File: src/rtl/tone_meter_pkg.sv
// Shared constants for the tone meter and the music player: note frequencies,
// the indexed note table and the widths of the hz/note codes.
package tone_meter_pkg;

  localparam int HZ_W       = 12;
  localparam int NOTE_W     = 5;
  localparam int NOTE_COUNT = 24;

  // Note frequencies in Hz, rounded to the nearest integer
  localparam logic [HZ_W-1:0] NO_VOICE = 12'd0;
  localparam logic [HZ_W-1:0] _4C  = 12'd262;
  localparam logic [HZ_W-1:0] _4CS = 12'd277;
  localparam logic [HZ_W-1:0] _4D  = 12'd294;
  localparam logic [HZ_W-1:0] _4DS = 12'd311;
  localparam logic [HZ_W-1:0] _4E  = 12'd330;
  localparam logic [HZ_W-1:0] _4F  = 12'd349;
  localparam logic [HZ_W-1:0] _4FS = 12'd370;
  localparam logic [HZ_W-1:0] _4G  = 12'd392;
  localparam logic [HZ_W-1:0] _4GS = 12'd415;
  localparam logic [HZ_W-1:0] _4A  = 12'd440;
  localparam logic [HZ_W-1:0] _4AS = 12'd466;
  localparam logic [HZ_W-1:0] _4B  = 12'd494;
  localparam logic [HZ_W-1:0] _5C  = 12'd523;
  localparam logic [HZ_W-1:0] _5CS = 12'd554;
  localparam logic [HZ_W-1:0] _5D  = 12'd587;
  localparam logic [HZ_W-1:0] _5DS = 12'd622;
  localparam logic [HZ_W-1:0] _5E  = 12'd659;
  localparam logic [HZ_W-1:0] _5F  = 12'd698;
  localparam logic [HZ_W-1:0] _5FS = 12'd740;
  localparam logic [HZ_W-1:0] _5G  = 12'd784;
  localparam logic [HZ_W-1:0] _5GS = 12'd831;
  localparam logic [HZ_W-1:0] _5A  = 12'd880;
  localparam logic [HZ_W-1:0] _5AS = 12'd932;
  localparam logic [HZ_W-1:0] _5B  = 12'd988;

  // Note code -> Hz. Index 0 is silence; entries past 24 are padding so that a
  // full 5-bit code indexes the table without a range check.
  localparam logic [HZ_W-1:0] NOTE_HZ [0:31] = '{
    NO_VOICE,
    _4C, _4CS, _4D, _4DS, _4E, _4F, _4FS, _4G, _4GS, _4A, _4AS, _4B,
    _5C, _5CS, _5D, _5DS, _5E, _5F, _5FS, _5G, _5GS, _5A, _5AS, _5B,
    NO_VOICE, NO_VOICE, NO_VOICE, NO_VOICE, NO_VOICE, NO_VOICE, NO_VOICE
  };

  function automatic logic [HZ_W-1:0] abs_diff(input logic [HZ_W-1:0] a,
                                               input logic [HZ_W-1:0] b);
    return (a >= b) ? (a - b) : (b - a);
  endfunction

endpackage

File: src/rtl/note_quantizer.sv
// Maps a measured frequency onto the nearest note code by scanning the note
// table one entry per cycle. Also owns the hz/note/stable result registers so
// that all of them change together with the done pulse.
module note_quantizer
  import tone_meter_pkg::*;
#(
  parameter int LO_HZ = 250,
  parameter int HI_HZ = 1020
) (
  input  logic              clk,
  input  logic              rst,
  input  logic              start,
  input  logic [HZ_W-1:0]   meas_hz,
  output logic [NOTE_W-1:0] note,
  output logic [HZ_W-1:0]   hz,
  output logic              done,
  output logic              stable
);

  localparam logic [1:0] IDLE = 2'd0;
  localparam logic [1:0] SCAN = 2'd1;
  localparam logic [1:0] DONE = 2'd2;

  localparam logic [HZ_W-1:0]   LO_LIM   = HZ_W'(LO_HZ);
  localparam logic [HZ_W-1:0]   HI_LIM   = HZ_W'(HI_HZ);
  localparam logic [NOTE_W-1:0] LAST_IDX = NOTE_W'(NOTE_COUNT);

  logic [1:0]        state;
  logic [HZ_W-1:0]   meas_q;
  logic [HZ_W-1:0]   best_diff;
  logic [NOTE_W-1:0] best_idx;
  logic [NOTE_W-1:0] idx;
  logic [HZ_W-1:0]   diff;
  logic [NOTE_W-1:0] new_note;

  assign diff     = abs_diff(meas_q, NOTE_HZ[idx]);
  assign new_note = ((meas_q < LO_LIM) || (meas_q > HI_LIM)) ? '0 : best_idx;

  // Scan FSM: strict less-than keeps the lower index on a tie; results and the
  // done pulse are registered on leaving DONE so they appear together.
  always_ff @(posedge clk or posedge rst) begin
    if (rst) begin
      state     <= IDLE;
      meas_q    <= '0;
      best_diff <= '1;
      best_idx  <= '0;
      idx       <= '0;
      note      <= '0;
      hz        <= '0;
      done      <= 1'b0;
      stable    <= 1'b0;
    end else begin
      done <= 1'b0;
      case (state)
        IDLE: begin
          if (start) begin
            meas_q    <= meas_hz;
            best_diff <= '1;
            best_idx  <= '0;
            idx       <= NOTE_W'(1);
            state     <= SCAN;
          end
        end
        SCAN: begin
          if (diff < best_diff) begin
            best_diff <= diff;
            best_idx  <= idx;
          end
          if (idx == LAST_IDX) begin
            state <= DONE;
          end else begin
            idx <= idx + NOTE_W'(1);
          end
        end
        DONE: begin
          note   <= new_note;
          hz     <= meas_q;
          stable <= (new_note == note) && (new_note != '0);
          done   <= 1'b1;
          state  <= IDLE;
        end
        default: state <= IDLE;
      endcase
    end
  end

endmodule

File: src/rtl/tone_meter.sv
// Gated frequency counter for a square-wave tone: counts synchronized rising
// edges over a fixed window, converts the count to Hz and hands it to the note
// quantizer.
module tone_meter
  import tone_meter_pkg::*;
#(
  parameter int CLK_HZ     = 100_000_000,
  parameter int GATE_SHIFT = 2,
  parameter int LO_HZ      = 250,
  parameter int HI_HZ      = 1020
) (
  input  logic              clk,
  input  logic              rst,
  input  logic              tone_in,
  output logic [HZ_W-1:0]   hz,
  output logic [NOTE_W-1:0] note,
  output logic              valid,
  output logic              stable
);

  localparam int GATE_CYCLES = CLK_HZ >> GATE_SHIFT;
  localparam int GW          = $clog2(GATE_CYCLES);
  localparam logic [GW-1:0] GATE_LAST = GW'(GATE_CYCLES - 1);

  logic [2:0]      sync_q;
  logic            rise;
  logic [GW-1:0]   gate_cnt;
  logic            wrap;
  logic [9:0]      edge_cnt;
  logic [9:0]      cap_cnt;
  logic            latch_q;
  logic [HZ_W-1:0] meas_hz;

  assign rise    = sync_q[1] & ~sync_q[2];
  assign wrap    = (gate_cnt == GATE_LAST);
  assign meas_hz = {2'b00, cap_cnt} << GATE_SHIFT;

  // Two-flop synchronizer plus a delayed copy for rising-edge detection
  always_ff @(posedge clk or posedge rst) begin
    if (rst) sync_q <= '0;
    else     sync_q <= {sync_q[1:0], tone_in};
  end

  // Free-running gate window counter
  always_ff @(posedge clk or posedge rst) begin
    if (rst)       gate_cnt <= '0;
    else if (wrap) gate_cnt <= '0;
    else           gate_cnt <= gate_cnt + GW'(1);
  end

  // Saturating edge counter; an edge on the wrap cycle opens the next window
  always_ff @(posedge clk or posedge rst) begin
    if (rst) begin
      edge_cnt <= '0;
      cap_cnt  <= '0;
      latch_q  <= 1'b0;
    end else begin
      latch_q <= wrap;
      if (wrap) begin
        cap_cnt  <= edge_cnt;
        edge_cnt <= {9'd0, rise};
      end else if (rise && (edge_cnt != '1)) begin
        edge_cnt <= edge_cnt + 10'd1;
      end
    end
  end

  note_quantizer #(
    .LO_HZ(LO_HZ),
    .HI_HZ(HI_HZ)
  ) u_quant (
    .clk    (clk),
    .rst    (rst),
    .start  (latch_q),
    .meas_hz(meas_hz),
    .note   (note),
    .hz     (hz),
    .done   (valid),
    .stable (stable)
  );

endmodule

File: config.mk
export PLATFORM = sky130hd
export DESIGN_NAME = tone_meter
export DESIGN_NICKNAME = d
export VERILOG_FILES = /design/src/rtl/tone_meter_pkg.sv /design/src/rtl/note_quantizer.sv /design/src/rtl/tone_meter.sv
export SDC_FILE = /design/constraint.sdc
export NUM_CORES = 1
export LEC_CHECK = 0
export BUFFER_PORTS_ARGS = -buffer_cell sky130_fd_sc_hd__buf_2
export CELL_PAD_IN_SITES_DETAIL_PLACEMENT = 1
export CELL_PAD_IN_SITES_GLOBAL_PLACEMENT = 2
export CORE_UTILIZATION = 43
export DETAILED_ROUTE_END_ITERATION = 12
export PLACE_DENSITY = 0.95
export SETUP_SLACK_MARGIN = 0.5
export SLEW_MARGIN = 40
export SYNTH_ARGS = -nofsm -noshare
export SYNTH_HDL_FRONTEND = slang
export SYNTH_SLANG_ARGS = --single-unit
File: constraint.sdc
create_clock -name clk -period 13.3 [get_ports clk]
set_input_delay 1.33 -clock clk [delete_from_list [all_inputs] [get_ports clk]]
set_output_delay 1.33 -clock clk [all_outputs]
set_load 0.05 [all_outputs]
==> results of run 1 <==
-- how the worst max path moves through the flow --
stage	start	to	slack, ns	cells after the start
CTS	u_quant.idx[0]$_DFFE_PP0P_	u_quant.best_idx[2]$_DFFE_PP0P_	7.07	19
global route	u_quant.idx[0]$_DFFE_PP0P_	u_quant.best_idx[2]$_DFFE_PP0P_	6.73	20
finish	u_quant.idx[0]$_DFFE_PP0P_	u_quant.best_idx[2]$_DFFE_PP0P_	7.17	20
detailed placement	u_quant.idx[0]$_DFFE_PP0P_	u_quant.best_idx[2]$_DFFE_PP0P_	7.09	19
global placement	u_quant.idx[0]$_DFFE_PP0P_	u_quant.best_idx[2]$_DFFE_PP0P_	7.30	19
floorplan	u_quant.idx[0]$_DFFE_PP0P_	u_quant.best_idx[2]$_DFFE_PP0P_	8.39	21
-- routing by layer --
layer | vias to the layer above | track usage [%] | wire, µm
li1 | 2206 | - | -
met1 | 2326 | 28.6 | 6610
met2 | 62 | 37.5 | 7390
met3 | 9 | 3.21 | 496
met4 | 0 | 7.44 | 147
met5 | - | 0 | 0
-- cell usage in the layout, fill, tap and decap left out, types with 6 or more instances in the layout --
cell	count
dfrtp_1	85
nor2_1	62
nand2_1	60
o21ai_0	48
inv_1	38
ha_1	36
a21oi_1	33
nand3_1	30
xor2_1	23
xnor2_1	20
buf_2	19
mux2_2	16
and3_1	12
dfstp_2	12
a211oi_1	11
o21a_1	9
clkbuf_16	9
nand4_1	8
nor2b_1	7
nand2b_1	6
mux2i_1	6
-- state kept, by name (all words and copies together) (netlist names) --
name	cells
latch_q	1
u_quant.idx	5
u_quant.best_diff	12
u_quant.best_idx	5
u_quant.hz	10
u_quant.meas_q	10
u_quant.note	5
u_quant.done	1
sync_q	3
u_quant.state	2
gate_cnt	25
u_quant.stable	1
edge_cnt	10
cap_cnt	10
-- metrics by stage --
stage | power [mW] | instance area [µm²] | utilization, % | hold WS (ns)
floorplan | 0.340 | 5890 | - | 0.331
global placement | 0.346 | 6090 | 45.8 | 0.332
detailed placement | 0.348 | 6100 | 45.9 | 0.337
CTS | 0.624 | 6410 | 48.2 | 0.354
global route | 0.637 | 6420 | 48.3 | 0.365
finish | 0.616 | 6420 | 48.3 | 0.352
-- where the power goes --
| part | internal, mW | switching (mW) | total [mW] |
|---|---|---|---|
| clock | 0.153 | 0.121 | 0.274 |
| combinational | 0.00691 | 0.0141 | 0.0210 |
| sequential | 0.312 | 0.00952 | 0.321 |
| total | 0.471 | 0.145 | 0.616 |
-- cell type report --
cell class | count | share of cell area (%)
timing repair buffer | 23 | 2.07
tap | 176 | 3.43
multi-input combinational | 464 | 48.2
clock buffer | 12 | 3.84
clock inverter | 4 | 0.877
sequential | 100 | 39.3
inverter | 39 | 2.32
-- kinds of logic after synthesis --
logic type,synth area share [%]
flip-flops,42.8
other,0.0637
adder cells (fa/ha/maj),7.99
buffers and inverters,5.00
XOR/XNOR,6.40
AND/OR/NAND/NOR,17.3
AO/OA/AOI/OAI,15.8
multiplexers,4.59
-- worst max-delay path, cell delays in order (launching register included) --
cell and delay (ns):
dfrtp_1 0.55, inv_1 0.20, ha_1 0.32, nor2_1 0.26, a211oi_1 0.10, a211oi_1 0.23
a21oi_1 0.10, ha_1 0.41, a211oi_1 0.39, nor3_2 0.12, or3_1 0.44, o41ai_2 0.28
o211ai_1 0.16, a31oi_2 0.23, ha_1 0.29, nand4_1 0.16, a21oi_1 0.05, a2111oi_0 0.66
o21ai_4 0.33, and2_1 0.38, mux2_4 0.33
==> flow_metrics.env, run 1 <==
export IMPL_max_slew_margin_pct=47.7
export IMPL_syn_area_per_cell_um2=9.30
export IMPL_clk_latency_ns=0.36
export IMPL_ys_async_sr_fraction_pct=100
export IMPL_whs_endpoint="sync_q[1]$_DFF_PP0_"
export IMPL_grt_max_degree=66
export IMPL_ys_warn_count=0
export IMPL_via_per_inst=5.63
export IMPL_cts_root_buf="clkbuf_16"
export IMPL_drive_above_1_share_pct=12.6
export IMPL_layoutNonFillerInstCount=818
export IMPL_dp_cells=802
export IMPL_max_freq_ghz=0.163
export IMPL_synth_commonest_cells="dfrtp_1, nor2_1, nand2_1, o21ai_0, inv_1"
export IMPL_worstPathMaxFanout=24
export IMPL_rsz0062_at_grt="false"
export IMPL_ctsResizeCount=0
export IMPL_syn_inst=633
export IMPL_cts_sinks=100
export IMPL_grt_overflow_total=0
export IMPL_min_period_ns=6.13
export IMPL_chipWidth_um=119
export IMPL_status="finished clean"
export IMPL_routed_wl_um=14600
export IMPL_critical_path_arrival_ns=6.37
export IMPL_cp_start_kind="flop"
export IMPL_rr_startpoint="u_quant.idx[0]$_DFFE_PP0P_"
export IMPL_tightest_slew_ns=0.779
export IMPL_synthToLayoutAreaGrowth_pct=9.12
export IMPL_ios=22
export IMPL_cp_end_kind="flop"
export IMPL_fin_nets=677
export IMPL_diodes=0
export IMPL_h_tree_depth=3
export IMPL_port_buffers=19
export IMPL_rows=42
export IMPL_final_setup_tns_ns=0
export IMPL_r2r_setup_slack_ns=7.17
export IMPL_timing_final_ws_setup_ns=7.17
export IMPL_synth_cell_type_count=66
export IMPL_tritoncts="done"
export IMPL_post_drt_wl_per_cell_um=17.9
export IMPL_synth_seq_area_share_pct=42.8
export IMPL_grt_pass1_vias=4811
export IMPL_ys_ff_latch=100
export IMPL_ys_top_cells_by_area="dfrtp_1, ha_1, dfstp_2, o21ai_0, nor2_1"
export IMPL_worst_r2r_cell_count=20
export IMPL_grt_antenna_before_repair=0
export IMPL_route_detailed_drc=0
export IMPL_holdBufCountCts=0
export IMPL_vias=4603
export IMPL_ant_nets=0
export IMPL_r2r_end="u_quant.best_idx[2]$_DFFE_PP0P_"
export IMPL_start_util_pct=44.3
export IMPL_hold_viol_final=0
export IMPL_finClkSkew_ns=0.0158
export IMPL_die_h_um=119
export IMPL_cts_made_buffers=9
export IMPL_hold_depth=0
export IMPL_synth_edf_count=0
export IMPL_multi_input_area_um2=3100
export IMPL_grt_usage_pct=22.0
export IMPL_leakage_nw=2.92
export IMPL_setup_worst_path_class="flop to flop"
export IMPL_power_density_nw_per_um2=95.9
export IMPL_ys_flop_type="dfrtp_1"
export IMPL_setup_viol=0
export IMPL_cts_setup_buffers=0
export IMPL_hold_class="flop to flop"
export IMPL_slew_violations=0
export IMPL_worstPathRequired_ns=13.54
export IMPL_first_pass_iters=4
export IMPL_cts_max_path_buffers=2
export IMPL_ff_latch_area_um2=2520
export IMPL_core_area_um2=13300
export IMPL_drv_cap=0
export IMPL_synth_top_area_cell="dfrtp_1"
export IMPL_peakVddDrop_v=0.0000534
export IMPL_fillers=1554
export IMPL_drtIter0Drc=221
export IMPL_dieArea_um2=14200
export IMPL_yosysMostFrequentCell="dfrtp_1"
export IMPL_gp_congestion=0.847
export IMPL_synth_area_um2=5880
export IMPL_period_share_pct=46.1
export IMPL_place_hpwl_um=10600
export IMPL_place_ws_ns=7.09
export IMPL_netlist_area_leader_share_pct=37.4
export IMPL_path_clk_slew_ns=0.08
export IMPL_min_from="sync_q[0]$_DFF_PP0_"
export IMPL_grt_pass1_wl_um=24500
Power figures use the tool's default switching activity.
==> inputs of run 2 (changes only) <==
Settings changed: CORE_UTILIZATION 43 to 40, PLACE_DENSITY 0.95 to 0.91.
Clock period 13.3 ns to 6.01 ns, I/O delays scaled along.
==> run 2 against run 1 <==
- clock power rose by 120%
- critical path type unchanged
- cell area rose by 1.3%
- worst hold slack got worse by 0.066 ns
- critical endpoint unchanged
- clock skew fell by 0.0076 ns
- non-clock buffer count rose by 4
==> flow_metrics.env, run 2 (synthesis results as in run 1) <==
export IMPL_status="finished clean"
export IMPL_power_density_nw_per_um2=208
export IMPL_grt_pass1_vias=4893
export IMPL_leakage_nw=2.94
export IMPL_ant_nets=0
export IMPL_grt_pass1_wl_um=24700
export IMPL_ios=22
export IMPL_min_period_ns=5.28
export IMPL_post_drt_wl_per_cell_um=17.9
export IMPL_diodes=0
export IMPL_hold_viol_final=0
export IMPL_chipWidth_um=123
export IMPL_grt_overflow_total=0
export IMPL_final_area_um2=6500
export IMPL_r2r_end="u_quant.best_idx[2]$_DFFE_PP0P_"
export IMPL_crit_path_start="u_quant.idx[0]$_DFFE_PP0P_"
export IMPL_period_share_pct=87.8
export IMPL_post_route_util_pct=46.1
export IMPL_worstPathMaxFanout=9
export IMPL_r2r_setup_slack_ns=0.73
export IMPL_drv_cap=0
export IMPL_core_area_um2=14100
export IMPL_route_detailed_drc=0
export IMPL_routed_wl_um=14800
export IMPL_first_pass_iters=4
export IMPL_finClkSkew_ns=0.00819
export IMPL_drive_above_1_share_pct=15.6
export IMPL_cts_root_buf="clkbuf_16"
export IMPL_layoutNonFillerInstCount=826
export IMPL_final_common_cell="dfrtp_1"
export IMPL_grt_usage_pct=21.1
export IMPL_max_freq_ghz=0.190
export IMPL_max_slew_margin_pct=62.2
export IMPL_cp_end_kind="flop"
export IMPL_grt_antenna_before_repair=0
export IMPL_worst_r2r_cell_count=20
export IMPL_vias=4623
export IMPL_grt_max_degree=62
export IMPL_setup_viol=0
export IMPL_port_buffers=19
export IMPL_rsz0062_at_grt="false"
export IMPL_post_dp_cell_area_um2=6120
export IMPL_gp_congestion=0.836
export IMPL_setup_worst_path_end="u_quant.best_idx[2]$_DFFE_PP0P_"
export IMPL_start_util_pct=41.7
export IMPL_cts_max_path_buffers=2
export IMPL_rows=43
export IMPL_dieArea_um2=15200
export IMPL_hold_class="primary input to asynchronous set/reset pin"
export IMPL_whs_ns=0.286
export IMPL_cts_made_buffers=9
export IMPL_fillers=1653
export IMPL_largestRegisters="gate_cnt: 25 flops, u_quant.best_diff: 12 flops"
export IMPL_critical_path_arrival_ns=5.51
export IMPL_cts_sinks=100
export IMPL_setup_worst_path_class="flop to flop"
export IMPL_design_power_total_mw=1.35
export IMPL_timing_final_ws_setup_ns=0.734
export IMPL_fin_nets=681
export IMPL_synthToLayoutAreaGrowth_pct=10.5
export IMPL_cp_start_kind="flop"
export IMPL_largest_register="gate_cnt"
export IMPL_final_setup_tns_ns=0
export IMPL_place_hpwl_um=10600
export IMPL_worstPathRequired_ns=6.25
export IMPL_tightest_slew_ns=0.567
export IMPL_h_tree_depth=3
export IMPL_via_per_inst=5.60
export IMPL_tritoncts="done"
export IMPL_dp_cells=808
export IMPL_largest_register_ffs=25
export IMPL_slew_violations=0
export IMPL_clk_latency_ns=0.35
export IMPL_drtIter0Drc=199
export IMPL_rr_startpoint="u_quant.idx[0]$_DFFE_PP0P_"
export IMPL_place_ws_ns=0.340
export IMPL_die_h_um=123
export IMPL_peakVddDrop_v=0.000187
export IMPL_final_cell_mix="dfrtp_1, nor2_1, nand2_1"
export IMPL_path_clk_slew_ns=0.07
## run 2: area by class of cell
cell class	count	area, µm²	share of cell area [%]
Clock inverter	6	70.1	1.08
Timing Repair Buffer	27	159	2.44
Inverter	39	149	2.29
Clock buffer	10	229	3.52
Tap cell	180	225	3.46
Sequential cell	100	2520	38.8
Multi-Input combinational cell	464	3150	48.4
## run 2: how the worst min path moves through the flow
stage,from,end,cells past startpoint
after floorplan,sync_q[0]$_DFF_PP0_,sync_q[1]$_DFF_PP0_,0
after global placement,sync_q[0]$_DFF_PP0_,sync_q[1]$_DFF_PP0_,0
after detailed placement,sync_q[0]$_DFF_PP0_,sync_q[1]$_DFF_PP0_,0
after CTS,rst,u_quant.done$_DFF_PP0_,2
after global routing,rst,u_quant.done$_DFF_PP0_,2
final,rst,u_quant.done$_DFF_PP0_,2
## run 2: power breakdown
part           switching, mW  internal (mW)  total, mW
Sequential            0.0212          0.690      0.711
Combinational         0.0308         0.0150     0.0458
Clock                  0.265          0.328      0.593
## run 2: metal layers
metal	GRT usage [%]	wire (µm)
met2	35.7	7320
met4	6.55	210
met5	0	0
met3	3.87	355
met1	27.3	6900
## run 2: critical path, stage by stage, from the launching register on
cell and delay, ns:
dfrtp_2 0.43, inv_1 0.20, ha_2 0.28, nor3_1 0.08
or3_1 0.32, a31oi_2 0.25, inv_1 0.12, ha_1 0.27
a211oi_2 0.26, nor3_2 0.12, or3_1 0.44, o41ai_4 0.28
o211ai_1 0.19, a31oi_2 0.27, ha_1 0.32, nand4_1 0.15
a21oi_1 0.07, a2111oi_2 0.40, o21ai_2 0.11, and2_2 0.28
mux2_4 0.31
## run 2: timing repair
action	in CTS	in global routing
setup endpoints to repair	13	17
setup buffers	0	2
hold endpoints to repair	0	0
gates resized for setup	5	15
hold buffers	0	0
pin swaps	0	2
cloned	0	0
==> inputs of run 3 (changes only) <==
Settings changed: CORE_UTILIZATION 40 to 43, PLACE_DENSITY 0.91 to unset, PLACE_DENSITY_LB_ADDON set to 0.15.
Clock period 6.01 ns to 6.3 ns, I/O delays scaled along.
==> run 3 against run 2 <==
- power shrank 4.7%
- global-route usage grew 0.51 points
- register-to-register slack gained 0.12 ns
- utilization grew 2.4 points
- flip-flop and latch count is the same
==> flow_metrics.env, run 3 (synthesis results as in run 1) <==
export IMPL_setup_viol=0
export IMPL_status="finished clean"
export IMPL_grt_overflow_total=0
export IMPL_hold_class="primary input to asynchronous set/reset pin"
export IMPL_port_buffers=19
export IMPL_grt_pass1_wl_um=24100
export IMPL_route_detailed_drc=0
export IMPL_final_common_cell="dfrtp_1"
export IMPL_ios=22
export IMPL_setup_worst_path_class="flop to flop"
export IMPL_rsz0062_at_grt="false"
export IMPL_core_area_um2=13300
export IMPL_period_share_pct=86.4
export IMPL_fin_nets=680
export IMPL_highest_signal_layer="met4"
export IMPL_via_per_inst=5.52
export IMPL_h_tree_depth=3
export IMPL_diodes=0
export IMPL_post_dp_cell_area_um2=6120
export IMPL_gp_congestion=0.844
export IMPL_synthToLayoutAreaGrowth_pct=9.72
export IMPL_leakage_nw=2.94
export IMPL_grt_max_degree=71
export IMPL_finClkSkew_ns=0.00805
export IMPL_cts_root_buf="clkbuf_16"
export IMPL_holdBufCountCts=0
export IMPL_slew_violations=0
export IMPL_grt_pass1_vias=4785
export IMPL_fillers=1541
export IMPL_wl_met2_um=7060
export IMPL_dieArea_um2=14200
export IMPL_drive_above_1_share_pct=13.8
export IMPL_cp_end_kind="flop"
export IMPL_max_freq_ghz=0.184
export IMPL_ant_nets=0
export IMPL_design_power_total_mw=1.29
export IMPL_max_slew_margin_pct=54.9
export IMPL_drtIter0Drc=173
export IMPL_rows=42
export IMPL_clk_latency_ns=0.36
export IMPL_cts_max_path_buffers=2
export IMPL_post_drt_wl_per_cell_um=17.3
export IMPL_place_hpwl_um=10500
export IMPL_final_cell_mix="dfrtp_1, nor2_1, nand2_1"
export IMPL_wl_met1_um=6540
export IMPL_worstPathRequired_ns=6.54
export IMPL_cts_setup_buffers=0
export IMPL_power_density_nw_per_um2=199
export IMPL_grt_antenna_before_repair=0
export IMPL_die_h_um=119
export IMPL_critical_path_arrival_ns=5.68
export IMPL_first_pass_iters=4
export IMPL_chipWidth_um=119
export IMPL_routed_wl_um=14200
export IMPL_cp_start_kind="flop"
export IMPL_largest_register="gate_cnt"
export IMPL_cts_made_buffers=9
export IMPL_tightest_slew_ns=0.676
export IMPL_hold_viol_final=0
export IMPL_whs_ns=0.265
export IMPL_drv_cap=0
export IMPL_vias=4536
export IMPL_largestRegisters="gate_cnt: 25 flops, u_quant.best_diff: 12 flops"
export IMPL_largest_register_ffs=25
export IMPL_peakVddDrop_v=0.000135
export IMPL_final_setup_tns_ns=0
export IMPL_tritoncts="done"
export IMPL_grt_usage_pct=21.6
export IMPL_worstPathMaxFanout=11
export IMPL_path_clk_slew_ns=0.07
export IMPL_cts_sinks=100
export IMPL_wl_met3_um=217
export IMPL_min_period_ns=5.44
export IMPL_start_util_pct=44.3
export IMPL_final_area_um2=6460
==> run 3: changes by cell type in the layout (fill, tap and decap cells not counted), moves of 3 or more <==
cell	previous run	this run
dfrtp_1	84	87
dfrtp_2	4	1
ha_1	32	36
ha_2	4	0
==> run 3: layout make-up <==
cell class                 count  area (µm²)  area share [%]
multi-input combinational    464        3120            48.3
sequential                   100        2520            39.0
clock buffer                  10         229            3.55
tap                          176         220            3.41
timing repair buffer          26         151            2.34
inverter                      39         149            2.31
clock inverter                 6        71.3            1.10
==> run 3: final timing paths <==
| check | endpoint | from | cells past startpoint | slack, ns |
|---|---|---|---|---|
| min | u_quant.note[2]$_DFFE_PP0P_ | rst | 2 | 0.26 |
| max reg2reg | u_quant.best_idx[2]$_DFFE_PP0P_ | u_quant.idx[0]$_DFFE_PP0P_ | 20 | 0.86 |
| max | u_quant.best_idx[2]$_DFFE_PP0P_ | u_quant.idx[0]$_DFFE_PP0P_ | 20 | 0.86 |
| min in group clk | sync_q[1]$_DFF_PP0_ | sync_q[0]$_DFF_PP0_ | 0 | 0.37 |
| min reg2reg | sync_q[1]$_DFF_PP0_ | sync_q[0]$_DFF_PP0_ | 0 | 0.37 |
| max in group asynchronous | gate_cnt[19]$_DFF_PP0_ | rst | 3 | 5.09 |
==> run 3: stage by stage <==
step	utilization (%)	cells	setup slack, ns
after floorplan	-	634	1.39
after global placement	46.0	805	0.709
after detailed placement	46.0	805	0.647
after CTS	48.3	821	0.598
after global routing	48.6	821	0.591
final	48.6	821	0.858
==> run 3: power breakdown <==
| group | switching (mW) | total [mW] | internal (mW) |
|---|---|---|---|
| Combinational | 0.0283 | 0.0427 | 0.0144 |
| Sequential | 0.0199 | 0.678 | 0.658 |
| Clock | 0.252 | 0.565 | 0.313 |
==> run 3: worst max-delay path, stage by stage, from the launching register on <==
cell and delay, ns:
dfrtp_2 0.49, inv_1 0.20, ha_1 0.31, nor3_1 0.10, or3_1 0.35, a31oi_2 0.26
inv_1 0.11, ha_1 0.26, o21ai_1 0.31, nor3_2 0.12, or3_1 0.41, o41ai_2 0.31
o211ai_1 0.16, a31oi_2 0.24, ha_1 0.29, nand4_1 0.13, a21oi_1 0.05, a2111oi_1 0.47
o21ai_2 0.12, and2_1 0.30, mux2_4 0.33
==> run 3: per-layer routing <==
layer	up-vias	global-route usage, %
met5	-	0
met3	23	3.07
met1	2267	27.2
met4	0	10.4
met2	36	36.4
li1	2210	-
==> run 3: repair_timing <==
action | in CTS | in global routing
endpoints found under the hold margin | 0 | 0
endpoints found under the setup margin | 0 | 17
resized for setup | 0 | 8
